**config.mk**
```make
export PLATFORM = sky130hd
export DESIGN_NAME = fetch_stage
export DESIGN_NICKNAME = d
export VERILOG_FILES = /design/src/rtl/fetch_stage.sv
export SDC_FILE = /design/constraint.sdc
export NUM_CORES = 1
export LEC_CHECK = 0
export CAP_MARGIN = 20
export CELL_PAD_IN_SITES_DETAIL_PLACEMENT = 0
export CELL_PAD_IN_SITES_GLOBAL_PLACEMENT = 2
export CORE_ASPECT_RATIO = 0.9
export CORE_UTILIZATION = 24
export DETAILED_ROUTE_END_ITERATION = 12
export PLACE_DENSITY = 0.78
export SLEW_MARGIN = 20
export SYNTH_ARGS = -nofsm -noshare
export SYNTH_HDL_FRONTEND = slang
export SYNTH_SLANG_ARGS = --single-unit
```
**constraint.sdc**
```tcl
create_clock -name clk_in -period 2.2 [get_ports clk_in]
set_clock_uncertainty 0.15 [all_clocks]
set_input_delay 0.22 -clock clk_in [delete_from_list [all_inputs] [get_ports clk_in]]
set_output_delay 0.22 -clock clk_in [all_outputs]
set_load 0.01 [all_outputs]
```
**src/rtl/fetch_stage.sv**
```systemverilog
// -----------------------------------------------------------------------------
// fetch_stage
// Instruction-fetch stage of the RV32I core, including the IF/ID pipeline
// register. It owns the PC, issues instruction-memory requests, and handles
// hazard stalls, execute-stage redirects and memory wait states.
//
// Ports:
//   clk_in            core clock, rising edge
//   rst_in            asynchronous active-low reset
//   stall_in          hazard stall: hold the PC, IF/ID and the FSM state
//   branch_taken_in   redirect request from execute (taken branch, jal, jalr)
//   branch_target_in  redirect target; the low two bits are cleared
//   imem_req_out      fetch request valid (RUN and WAIT only)
//   imem_addr_out     word-aligned fetch address taken from the PC register
//   imem_ready_in     imem_data_in is valid for the current request
//   imem_data_in      fetched instruction word
//   instr_out         IF/ID instruction (NOP_INSTR while the entry is invalid)
//   pc_out            IF/ID PC
//   pc_plus4_out      pc_out + 4 (link value), registered alongside pc_out
//   flush_out         IF/ID entry invalid; decode treats it as a NOP
// -----------------------------------------------------------------------------
module fetch_stage #(
    parameter logic [31:0] RESET_PC  = 32'h0000_0000,
    parameter logic [31:0] NOP_INSTR = 32'h0000_0013
) (
    input  logic        clk_in,
    input  logic        rst_in,
    input  logic        stall_in,
    input  logic        branch_taken_in,
    input  logic [31:0] branch_target_in,
    output logic        imem_req_out,
    output logic [31:0] imem_addr_out,
    input  logic        imem_ready_in,
    input  logic [31:0] imem_data_in,
    output logic [31:0] instr_out,
    output logic [31:0] pc_out,
    output logic [31:0] pc_plus4_out,
    output logic        flush_out
);

    typedef enum logic [1:0] {
        ST_BOOT   = 2'd0,
        ST_RUN    = 2'd1,
        ST_WAIT   = 2'd2,
        ST_SQUASH = 2'd3
    } state_t;

    state_t      state_r;
    logic [31:0] pc_r;
    logic        req_r;
    logic [31:0] instr_r;
    logic [31:0] pc_out_r;
    logic [31:0] pc_plus4_r;
    logic        flush_r;

    // Clears the byte-offset bits so every fetch address is word aligned.
    function automatic logic [31:0] word_align(input logic [31:0] addr);
        return addr & 32'hFFFF_FFFC;
    endfunction

    // Fetch FSM: PC, request flag and IF/ID register all move together here.
    always_ff @(posedge clk_in or negedge rst_in) begin
        if (!rst_in) begin
            state_r    <= ST_BOOT;
            pc_r       <= RESET_PC;
            req_r      <= 1'b0;
            instr_r    <= NOP_INSTR;
            pc_out_r   <= RESET_PC;
            pc_plus4_r <= RESET_PC + 32'd4;
            flush_r    <= 1'b1;
        end else begin
            case (state_r)
                ST_BOOT: begin
                    // One quiet cycle after reset; redirects are ignored here.
                    state_r <= ST_RUN;
                    req_r   <= 1'b1;
                end
                ST_RUN, ST_WAIT: begin
                    if (branch_taken_in) begin
                        // Redirect wins over stall and ready; the returned word is dropped.
                        pc_r       <= word_align(branch_target_in);
                        instr_r    <= NOP_INSTR;
                        pc_out_r   <= pc_r;
                        pc_plus4_r <= pc_r + 32'd4;
                        flush_r    <= 1'b1;
                        req_r      <= 1'b0;
                        state_r    <= ST_SQUASH;
                    end else if (stall_in) begin
                        // Everything holds; the same address is re-requested next cycle.
                        state_r <= state_r;
                        req_r   <= 1'b1;
                    end else if (imem_ready_in) begin
                        instr_r    <= imem_data_in;
                        pc_out_r   <= pc_r;
                        pc_plus4_r <= pc_r + 32'd4;
                        flush_r    <= 1'b0;
                        pc_r       <= pc_r + 32'd4;
                        req_r      <= 1'b1;
                        state_r    <= ST_RUN;
                    end else begin
                        // Memory not ready: bubble into IF/ID, keep asking.
                        instr_r    <= NOP_INSTR;
                        pc_out_r   <= pc_r;
                        pc_plus4_r <= pc_r + 32'd4;
                        flush_r    <= 1'b1;
                        req_r      <= 1'b1;
                        state_r    <= ST_WAIT;
                    end
                end
                ST_SQUASH: begin
                    if (branch_taken_in) begin
                        pc_r       <= word_align(branch_target_in);
                        instr_r    <= NOP_INSTR;
                        pc_out_r   <= pc_r;
                        pc_plus4_r <= pc_r + 32'd4;
                        flush_r    <= 1'b1;
                        req_r      <= 1'b0;
                        state_r    <= ST_SQUASH;
                    end else begin
                        // Second redirect bubble; fetching resumes at the target.
                        instr_r    <= NOP_INSTR;
                        pc_out_r   <= pc_r;
                        pc_plus4_r <= pc_r + 32'd4;
                        flush_r    <= 1'b1;
                        req_r      <= 1'b1;
                        state_r    <= ST_RUN;
                    end
                end
                default: begin
                    state_r <= ST_BOOT;
                    req_r   <= 1'b0;
                end
            endcase
        end
    end

    assign imem_req_out  = req_r;
    assign imem_addr_out = word_align(pc_r);
    assign instr_out     = instr_r;
    assign pc_out        = pc_out_r;
    assign pc_plus4_out  = pc_plus4_r;
    assign flush_out     = flush_r;

endmodule

```
### Word-level counts from Yosys, hierarchy flattened

Index checks and enable logic that the tools add are counted.

* register bits: 132
* input bits: 69

* $add $sub $neg: 1
* equal/unequal tests: 6
* multiplexer cells: 26
* reduce and logical (&&, ||, !) cells: 6

Operator list (count)
* 2-to-1 mux 32 bit: 11
* one-hot mux 32 bit (2 select lines): 4
* adder 32 x 3 -> 32 bit, second input constant: 1
* 2-to-1 mux 2 bit: 4
* inequality test 3 bit, second input constant: 2
* one-hot mux 2 bit (3 select lines): 1
* == test 2 bit, second input constant: 2
* 2-to-1 mux 1 bit: 4
* one-hot mux 1 bit (2 select lines): 2
* AND reduction 4 bit: 1
* OR reduction 3 bit: 1
* == test 2 x 1 -> 1 bit, second input constant: 1
* logical NOT 2 bit: 1
* inequality test 2 bit, second input constant: 1
* AND reduction 2 bit: 1
* nonzero test 2 bit: 1
* OR reduction 2 bit: 1

### Depth between registers and ports, before layout

* depth after elaboration: 5
* depth in mapped cells: 10

### Least setup slack after synthesis

No wires, ideal clock.

* path kind: register to register
* start point: register state_r[0]
* end point: register pc_r[2]
* data arrival time: 1.884 ns
* path slack: 0.045 ns
* stages on the path, launching flop included: 11
* path buffers: 3
* cell sequence: dfrtp_1 -> inv_1 -> ha_1 -> or2_2 -> buf_2 -> o21ai_0 -> buf_2 -> buf_2 -> nor3_1 -> a21oi_1 -> nand2_1

* longest elaborated chain between the ends: 4
* elaborated cells between the ends (all ways): 10
* classes of those cells: 6 x eq/ne; 1 x mux; 3 x reduce/logical

Ends and longest elaborated chain
* from (decl): RTL line 48 `state_t state_r;`
* from (signal assigned): RTL line 90 `state_r <= state_r;`
* == test 2 x 1 -> 1 bit / == test 2 bit (equally long branches): RTL line 72 `case (state_r)`
* OR reduction 2 bit: RTL line 72
* inequality test 3 bit (no line) / nonzero test 2 bit (equally long branches)
* AND reduction 4 bit (no line)
* to (signal assigned): RTL line 81 `pc_r <= word_align(branch_target_in);`
* to (signal assigned): RTL line 97 `pc_r <= pc_r + 32'd4;`
* to (signal assigned): RTL line 112 `pc_r <= word_align(branch_target_in);`
* to (decl): RTL line 49 `logic [31:0] pc_r;`

Several ways; a longest one is shown, not always the timed one.
A chain may end at the register's enable or synchronous reset.

### Worst setup path after layout

* start point: register state_r[1]
* end point: register instr_r[2] (netlist: instr_out[2])

* longest elaborated chain between the ends: 4
* elaborated cells between the ends (all ways): 8
* classes of those cells: 4 x eq/ne; 1 x mux; 3 x reduce/logical

Ends and longest elaborated chain
* == test 2 x 1 -> 1 bit / == test 2 bit (equally long branches): RTL line 72
* OR reduction 2 bit: RTL line 72
* inequality test 3 bit (no line) / nonzero test 2 bit (equally long branches)
* AND reduction 2 bit (no line)
* to (signal assigned): RTL line 93 `instr_r <= imem_data_in;`
* to (decl): RTL line 51 `logic [31:0] instr_r;`

Several ways; a longest one is shown, not always the timed one.

==> run metrics <==
commonest non-fill, non-tap cell in the layout=clkdlybuf4s50_1; CP startpoint kind=flop; first-pass GRT wire length=28500 um; Setup Viol. Count Final=0; Worst setup EP type=flop; sequential power share=0.281; count of cell types in the netlist=41; status=complete, no violations; routability cong.=0.745; Worst EP arrival=2200 ps; Critical Setup Path Class=flop to flop; drt pass-1 iters=4; Avg WL per Cell=16.5 um; Clock Path Buffers=2; die area=24500 um^2; Internal=9.17 mW; Post-Synth Simple-Gate Area=0.164; Fin Hold WS=195 ps; clock-pin slew on the worst setup and hold paths=60 ps; crit path capture=instr_out[2]$_DFFE_PN0P_; clk_lat worst skew=410 ps; global route overflow=0; Synth Area per Inst=9.74 um^2; DRC viols=0; Overall Global Routing Usage=0.154; compound-gate portion of the synthesized area=0.181; Clk pwr share=0.193; final hold vios=0; Via-to-Cell Ratio=4.52; CTS tree=yes; Mapped Cells=587; post-synthesis cell area=5720 um^2; core area=23300 um^2; worst slew pin tran=601 ps; R2R Path Start=state_r[1]$_DFFE_PN0P_; NetSw=5.72 mW; worst min path class=input pin to async pin; largest area contributor in the netlist=dfrtp_1; number of global-route vias before repair=4827; synth warn=0; Die H=148 um; Most used DFF post-synth=dfrtp_1; Final period util=0.932; initial antenna violation count=1; pre-CTS WS=140 ps; Port Buffer Count=190; setup total negative slack=0 ps; CTS sink cnt=126; switching share of power=0.384; crit path launch=state_r[1]$_DFFE_PN0P_; ranking of synthesized cells by area=dfrtp_1 (53%), nand2_1 (9.0%), a22o_1 (4.6%), o21ai_0 (3.4%), xor2_1 (2.8%); sequential share of the synthesized area=0.552; Starting Density=0.245; fmax=488 MHz; Top Ports=199; most frequent cells in the layout=clkdlybuf4s50_1 (189), nand2_1 (137), dfrtp_1 (121); VDD IR max=0.746 mV; TritonCTS Buffers=17; largest family of logic cells by synthesized area=compound AO/OA/AOI/OAI gates; MaxCap Viol Count=0; Vias=5045; # fillers=2333; part of the power in combinational logic=0.526; r2r endpoint=instr_out[2]$_DFFE_PN0P_; # rows=53; Synth Register Bits=126; post-synthesis mux area share=0.00197; CTS H-tree lvls=4; Root Driver=clkbuf_16; final core utilization=0.380; Post-synth EDFFs=0; reg2reg setup slack=150 ps; PwrDens=1680 nW/um^2; Yosys top cell area share=0.529; sequential cell area=3160 um^2; Worst slew margin=0.599; fraction of layout cells with a size suffix above 1=0.117; Synth-to-Final Area Change=55.2%; Tmin final=2050 ps; RSZ-0062 raised after global routing=false; WL final=18400 um; fin worst setup slack=149 ps; Async SR Flop Fraction=1.00; r2r worst-path depth=7; Required @ worst endpoint=2340 ps; dpl hpwl=12800 um; fin. max-slew vios=0; # nets final=871; area occupied by multi-input gates=2320 um^2; DRT iter0 DRCs=304; Synth Area in XOR/XNOR=0.0429; remaining antenna violation count after routing=0; leakage power=3.77 nW; Worst Path Max Fanout=30; pin count of the biggest net entering global routing=57; Synth Area in Adders=0.00656; Die X=165 um
synth_stat cells (2+ instances only):
master,count
nand4_1,9
buf_4,8
o311ai_1,5
and3_1,4
o21ai_1,7
nand3_1,26
dfstp_2,5
a22oi_1,5
xnor2_1,10
buf_2,19
a22o_1,30
xor2_1,18
nor2_1,17
nand2b_1,2
a32oi_1,5
inv_1,8
o21a_1,2
clkbuf_1,24
dfrtp_1,121
nor4_1,3
o22ai_1,15
o21ai_0,39
and4_1,2
a2bb2oi_1,13
or2_2,3
o2bb2ai_1,2
nor3_1,5
a31oi_1,2
a21oi_1,24
o22a_1,5
nand2_1,137
ha_1,3
worst min path at each step:
| stage | startpoint | to | slack [ps] | cells after the start |
|---|---|---|---|---|
| 6_report | rst_in | instr_out[31]$_DFFE_PN0P_ | 190 | 2 |
| 5_1_grt | imem_data_in[0] | instr_out[0]$_DFFE_PN1P_ | 210 | 2 |
| 4_1_cts | imem_data_in[4] | instr_out[4]$_DFFE_PN1P_ | 190 | 2 |
| 3_5_place_dp | rst_in | instr_out[31]$_DFFE_PN0P_ | 110 | 1 |
| 3_3_place_gp | rst_in | instr_out[31]$_DFFE_PN0P_ | 100 | 1 |
| 2_1_floorplan | rst_in | imem_req_out$_DFF_PN0_ | -230 | 0 |
critical path, stage by stage (launching register included):
cell	delay [ps]
dfrtp_1	370
inv_1	50
ha_1	270
or2_2	430
o21ai_4	180
nor3_2	100
buf_12	170
a22o_1	190
cells by family after synthesis:
family                   count (synthesis)
adder cells (fa/ha/maj)                  3
multiplexers                             1
other                                    1
AND/OR/NAND/NOR                        213
buffers and inverters                   61
XOR/XNOR                                28
AO/OA/AOI/OAI                          154
flip-flops                             126
layout make-up:
type                            count  area share
Clock inverter                      6     0.00930
Clock buffer                       26      0.0574
Antenna cell                        1    0.000282
Timing Repair Buffer              241       0.270
Multi-Input combinational cell    405       0.261
Inverter                            8     0.00338
Sequential cell                   126       0.356
Tap cell                          302      0.0426
through the flow:
stage	power [mW]	area, um^2	std cells
after floorplan	8.08	5740	592
after global placement	12.1	8270	1081
after detailed placement	12.2	8270	1081
after CTS	15.1	8880	1114
after global routing	16.1	8880	1114
final	14.9	8880	1115
registers in the layout, indices dropped and copies added, names as in the netlist:
name and count:
flush_out 1, imem_req_out 1, instr_out 32, pc_out 30
pc_plus4_out 30, pc_r 30, state_r 2
what timing repair did:
action | 4_1_cts | 5_1_grt
hold buffers | 1 | 0
gates resized for setup | 0 | 0
endpoints found under the hold margin | 47 | 0
buffers inserted | 0 | 0
layer usage:
metal  track usage  wire length (um)
met4        0.0413               169
met3        0.0418              1110
met2         0.236              8490
met1         0.212              8650
met5             0                 0
power by group through the flow:
stage / sequential [mW] / combinational [mW] / clock (mW)
after floorplan: 4.76 / 3.32 / 0
after global placement: 4.21 / 7.89 / 0
after detailed placement: 4.22 / 7.95 / 0
after CTS: 4.20 / 7.97 / 2.95
after global routing: 4.35 / 8.65 / 3.05
final: 4.19 / 7.83 / 2.87
Note: power is estimated with default switching activity, not from simulation.
